$ cat config.mk
export PLATFORM = sky130hd
export DESIGN_NAME = fetch_unit
export DESIGN_NICKNAME = d
export VERILOG_FILES = /design/src/rtl/fetch_unit.sv
export SDC_FILE = /design/constraint.sdc
export NUM_CORES = 1
export LEC_CHECK = 0
export ABC_AREA = 1
export CORE_MARGIN = 1.5
export CORE_UTILIZATION = 45
export DETAILED_ROUTE_END_ITERATION = 8
export GPL_TIMING_DRIVEN = 0
export PLACE_DENSITY = 0.74
export SLEW_MARGIN = 0
export SYNTH_ARGS = -nofsm -noshare
export SYNTH_HDL_FRONTEND = slang
export SYNTH_SLANG_ARGS = --single-unit
$ cat constraint.sdc
create_clock -name clk -period 7.2 [get_ports clk]
set_clock_uncertainty 0.05 [all_clocks]
set_input_delay 1.44 -clock clk [delete_from_list [all_inputs] [get_ports clk]]
set_output_delay 1.44 -clock clk [all_outputs]
set_load 0.01 [all_outputs]
$ cat src/rtl/fetch_unit.sv
// fetch_unit: PC owner and instruction fetch stage feeding decode through a 2-entry buffer.
// Define FETCH_PERF_CNT_EN to add the F_stall_cycles decode-stall counter.
module fetch_unit #(
   parameter int                      ADDRESS_SIZE = 32,
   parameter logic [ADDRESS_SIZE-1:0] RESET_PC     = '0
) (
   input  logic                    clk,
   input  logic                    reset,
   output logic                    F_req,
   output logic [ADDRESS_SIZE-1:0] F_req_addr,
   input  logic                    F_resp_valid,
   input  logic [ADDRESS_SIZE-1:0] F_resp_data,
   input  logic                    D_b,
   input  logic [ADDRESS_SIZE-1:0] D_bImmediate,
   input  logic                    D_stall,
   output logic                    F_valid,
   output logic [ADDRESS_SIZE-1:0] F_instruction,
   output logic [ADDRESS_SIZE-1:0] F_pc
`ifdef FETCH_PERF_CNT_EN
   ,
   output logic [31:0]             F_stall_cycles
`endif
);
   typedef enum logic [1:0] {S_FETCH, S_HOLD, S_DISCARD} state_t;
   state_t                  r_state, w_state_nxt;
   logic [ADDRESS_SIZE-1:0] r_pc, w_pc_nxt;
   logic [1:0]              r_count, w_count_nxt;
   logic [ADDRESS_SIZE-1:0] r_fifo_pc [2];
   logic [ADDRESS_SIZE-1:0] r_fifo_ins [2];
   logic                    w_pop, w_push, w_widx, w_unused;
   logic [1:0]              w_widx_full;
   assign w_unused      = &{1'b0, D_bImmediate[1:0]};
   assign F_req         = r_state == S_FETCH;
   assign F_req_addr    = r_pc;
   assign F_valid       = r_count != 2'd0;
   assign F_pc          = r_fifo_pc[0];
   assign F_instruction = r_fifo_ins[0];
   assign w_pop         = F_valid && !D_stall;
   assign w_push        = r_state == S_FETCH && F_resp_valid && !D_b;
   // a simultaneous pop shifts the tail down, so the push lands one slot lower
   assign w_widx_full   = r_count - {1'b0, w_pop};
   assign w_widx        = w_widx_full[0];
   always_comb begin
      w_state_nxt = r_state;
      w_pc_nxt    = r_pc;
      w_count_nxt = r_count + {1'b0, w_push} - {1'b0, w_pop};
      if (D_b) begin
         w_count_nxt = 2'd0;
         w_pc_nxt    = {D_bImmediate[ADDRESS_SIZE-1:2], 2'b00};
         w_state_nxt = (r_state == S_HOLD || F_resp_valid) ? S_FETCH : S_DISCARD;
      end else begin
         case (r_state)
            S_FETCH: if (F_resp_valid) begin
               w_pc_nxt    = r_pc + ADDRESS_SIZE'(4);
               w_state_nxt = (w_count_nxt == 2'd2) ? S_HOLD : S_FETCH;
            end
            S_HOLD:    w_state_nxt = w_pop ? S_FETCH : S_HOLD;
            S_DISCARD: w_state_nxt = F_resp_valid ? S_FETCH : S_DISCARD;
            default:   w_state_nxt = S_FETCH;
         endcase
      end
   end
   always_ff @(posedge clk) begin
      if (reset) begin
         r_state <= S_FETCH;
         r_pc    <= RESET_PC;
         r_count <= 2'd0;
      end else begin
         r_state <= w_state_nxt;
         r_pc    <= w_pc_nxt;
         r_count <= w_count_nxt;
      end
   end
   always_ff @(posedge clk) begin
      if (w_pop) begin
         r_fifo_pc[0]  <= r_fifo_pc[1];
         r_fifo_ins[0] <= r_fifo_ins[1];
      end
      if (w_push) begin
         r_fifo_pc[w_widx]  <= r_pc;
         r_fifo_ins[w_widx] <= F_resp_data;
      end
   end
`ifdef FETCH_PERF_CNT_EN
   logic [31:0] r_stall_cycles;
   assign F_stall_cycles = r_stall_cycles;
   always_ff @(posedge clk) begin
      if (reset)
         r_stall_cycles <= '0;
      else if (F_valid && D_stall && r_stall_cycles != '1)
         r_stall_cycles <= r_stall_cycles + 32'd1;
   end
`endif
endmodule

==> impl_results.md <==
* Status: finished clean
* CTS Buffer Depth at 2
* Sw Ratio at 23.1%
* Top post-synthesis cells by area: edfxtp_1 (54%), nand2_1 (13%), dfxtp_1 (9.8%)
* Tmin final at 3.52 ns
* Drc violations at 0
* Clk_lat worst skew at 0.42 ns
* Pwr/cell area at 233 mW/mm2
* Die area at 0.0162 mm2
* Final hold violations at 0
* Top Ports at 167
* CP endpoint: r_fifo_ins[0][20]$_DFFE_PP_
* Drt pass-1 iters at 5
* Dpl cells at 1043
* Dpl hpwl at 12000 um
* Layout area overhead at 35.7%
* Crit end category: flop
* Num CTS Buffers at 17
* CP startpoint kind: input port
* Fmax at 284 MHz
* Critical path arrival at 3.51 ns
* Reg2reg setup slack at 4.67 ns
* DRT iter0 DRCs at 513
* Standard-cell rows at 45
* Number of clock sinks at 158
* Commonest cells after routing, fill and taps aside: nand2_1 (241), clkdlybuf4s50_1 (160), edfxtp_1 (124)
* H-tree depth at 4
* Overflow left after global routing at 0
* Max Cap Viol at 0
* Combinational cell fraction of total power at 11.7%
* Final Non-Filler Cells at 1074
* Main flop type after synthesis: edfxtp_1
* Worst reg2reg startpoint: r_count[1]$_SDFF_PP0_
* Psw at 508 uW
* Int Power at 1.69 mW
* WS Path Type: in2reg
* Avg WL per Cell at 15.9 um
* Fraction of layout cells with a size suffix above 1 at 11.5%
* Synth area leader: edfxtp_1
* Hold Buf Count CTS at 0
* Met1 usage in global routing at 29.9%
* P_leak at 3.53 nW
* Post-CTS setup repair buffer count at 0
* Setup TNS Final at 0 ns
* Post-Syn Area at 0.00695 mm2
* FF-to-FF path depth at 9
* Number of enable flip-flop cells after synthesis at 124
* Share of the synthesized area in the top cell type at 53.6%
* Number of synthesized register bits at 158
* RSZ-0062 raised after global routing: false
* Initial antenna violation count at 0
* Sequential power share at 48.0%
* Normalized max-slew margin at 41.1%
* Starting density of the core at 45.9%
* Synth warn at 0
* ANT nets after route at 0
* CP max FO at 62
* Mapped Cells at 690
* Die Y at 127 um
* Worst EP required at 7.19 ns
* Worst Max-Slew Pin Slew at 0.884 ns
* Vias at 5399
* Share of flip-flops with an asynchronous set or reset at 0%
* Drt via density at 5.03
* Total track usage at 21.9%
* DRT Wirelength at 17100 um
* Area after DPL at 0.00885 mm2
* Crit share post-route at 48.9%
* Seq/Total Area, Yosys at 63.4%
* Clock root buffer: clkbuf_16
* Design Area, Final at 0.00943 mm2
* Met3 Usage GRT at 4.56%
* PostCTS Resize Cnt at 0
* Finish-stage setup viols at 0
* Commonest non-fill, non-tap cell in the layout: nand2_1
* Worst min-delay path category: reg2reg
* Reg-to-reg critical path endpoint: r_fifo_ins[0][20]$_DFFE_PP_
* Beginning of the critical path: F_resp_valid
* Worst-path clk slew at 0.06 ns
* Unique masters post-synth at 31
* Antenna cell count at 0
* CTS tree: built
* # port buffers at 160
* Global-route wire length before repair at 26900 um
* Number of global-route vias before repair at 5019
* Average size of a mapped cell at 10.1 um2
* Fin. max-slew vios at 0
* Maximum VDD drop at 0.155 mV
* Clock power share at 40.3%
* Core Region at 0.0151 mm2
* Largest net degree at the start of global routing at 63
* Die width at 127 um
* Most Crowded Layer GR: met2
* Met2 Track Usage GR at 34.2%
* Final net count at 946
* Final Wtd Congestion at 0.931
[area by class of cell]
type	count	area, um2
plain buffers	27	206
clock buffers	17	425
clock inverters	14	151
fillers	1245	5720
inverters	55	209
multi-input cells	453	2150
flip-flops and latches	158	4400
well taps	188	235
repair buffers	162	1640
[flip-flops by register name (all words and copies together) (netlist names)]
signal,flops
F_req_addr,30
r_count,2
r_state,2
r_fifo_ins,64
r_fifo_pc,60
[critical path, cell delays in order]
cell             delay [ns]
clkdlybuf4s50_1        0.53
nand2_4                0.10
nor2_4                 0.10
inv_2                  0.13
nor2_8                 0.22
inv_4                  0.12
buf_6                  0.17
nand2_4                0.64
[logic make-up (layout without fill, tap and decap cells)]
family / count (synthesis) / count (layout) / synth area share (%)
adder cells (fa/ha/maj): 3 / 3 / 0.540
flip-flops: 158 / 158 / 63.4
AND/OR/NAND/NOR: 349 / 349 / 20.9
XOR/XNOR: 7 / 7 / 0.883
AO/OA/AOI/OAI: 90 / 90 / 8.27
other: 1 / 4 / 0.0540
buffers and inverters: 82 / 275 / 5.98
[per-layer routing]
metal / vias to the layer above / routed length [um]
li1: 2669 / -
met1: 2485 / 7700
met2: 214 / 7880
met3: 31 / 1060
met4: 0 / 439
met5: - / 0
[per-stage QoR]
step / power, mW / worst slack [ns] / utilization [%] / hold WS [ns]
after CTS: 2.21 / 3.67 / 62.2 / 0.461
final: 2.20 / 3.68 / 62.2 / 0.460
after detailed placement: 1.33 / 3.24 / 58.4 / 0.447
after global placement: 1.33 / 0.176 / 58.1 / 0.441
after floorplan: 1.19 / 2.20 / - / 0.437
after global routing: 2.28 / 3.56 / 62.2 / 0.478
[worst min path at each step]
stage	endpoint	slack (ns)	depth (start not counted)	from
after floorplan	r_fifo_ins[0][0]$_DFFE_PP_	0.44	2	r_fifo_ins[1][0]$_DFFE_PP_
after global placement	r_fifo_ins[0][6]$_DFFE_PP_	0.44	2	r_fifo_ins[1][6]$_DFFE_PP_
after detailed placement	r_fifo_ins[0][18]$_DFFE_PP_	0.45	2	r_fifo_ins[1][18]$_DFFE_PP_
after CTS	r_fifo_ins[0][18]$_DFFE_PP_	0.46	2	r_fifo_ins[1][18]$_DFFE_PP_
after global routing	r_fifo_ins[0][20]$_DFFE_PP_	0.48	2	r_fifo_ins[1][20]$_DFFE_PP_
final	r_fifo_ins[0][26]$_DFFE_PP_	0.46	2	r_fifo_ins[1][26]$_DFFE_PP_
[Yosys cell counts (2+ instances only)]
master    instances
dfxtp_1          34
nand3b_1          2
buf_4             8
nor2_2            2
nand4_1           4
clkbuf_1          4
o21ai_0          23
nor2_4            5
buf_6             9
nand3_1          30
o21ai_2          29
nand2_1         242
nor2_1           54
nor3_1            3
xor2_1            6
inv_2             4
ha_1              3
a21oi_1          27
inv_1            50
nand2_2           3
a31oi_1          10
buf_2             6
edfxtp_1        124
[power groups by stage]
stage	combinational (mW)	clock [mW]	sequential (mW)
after global placement	0.253	0	1.08
after CTS	0.259	0.897	1.06
after detailed placement	0.257	0	1.07
after floorplan	0.101	0	1.09
final	0.257	0.886	1.06
after global routing	0.279	0.938	1.06
(Power assumes the default switching activity.)
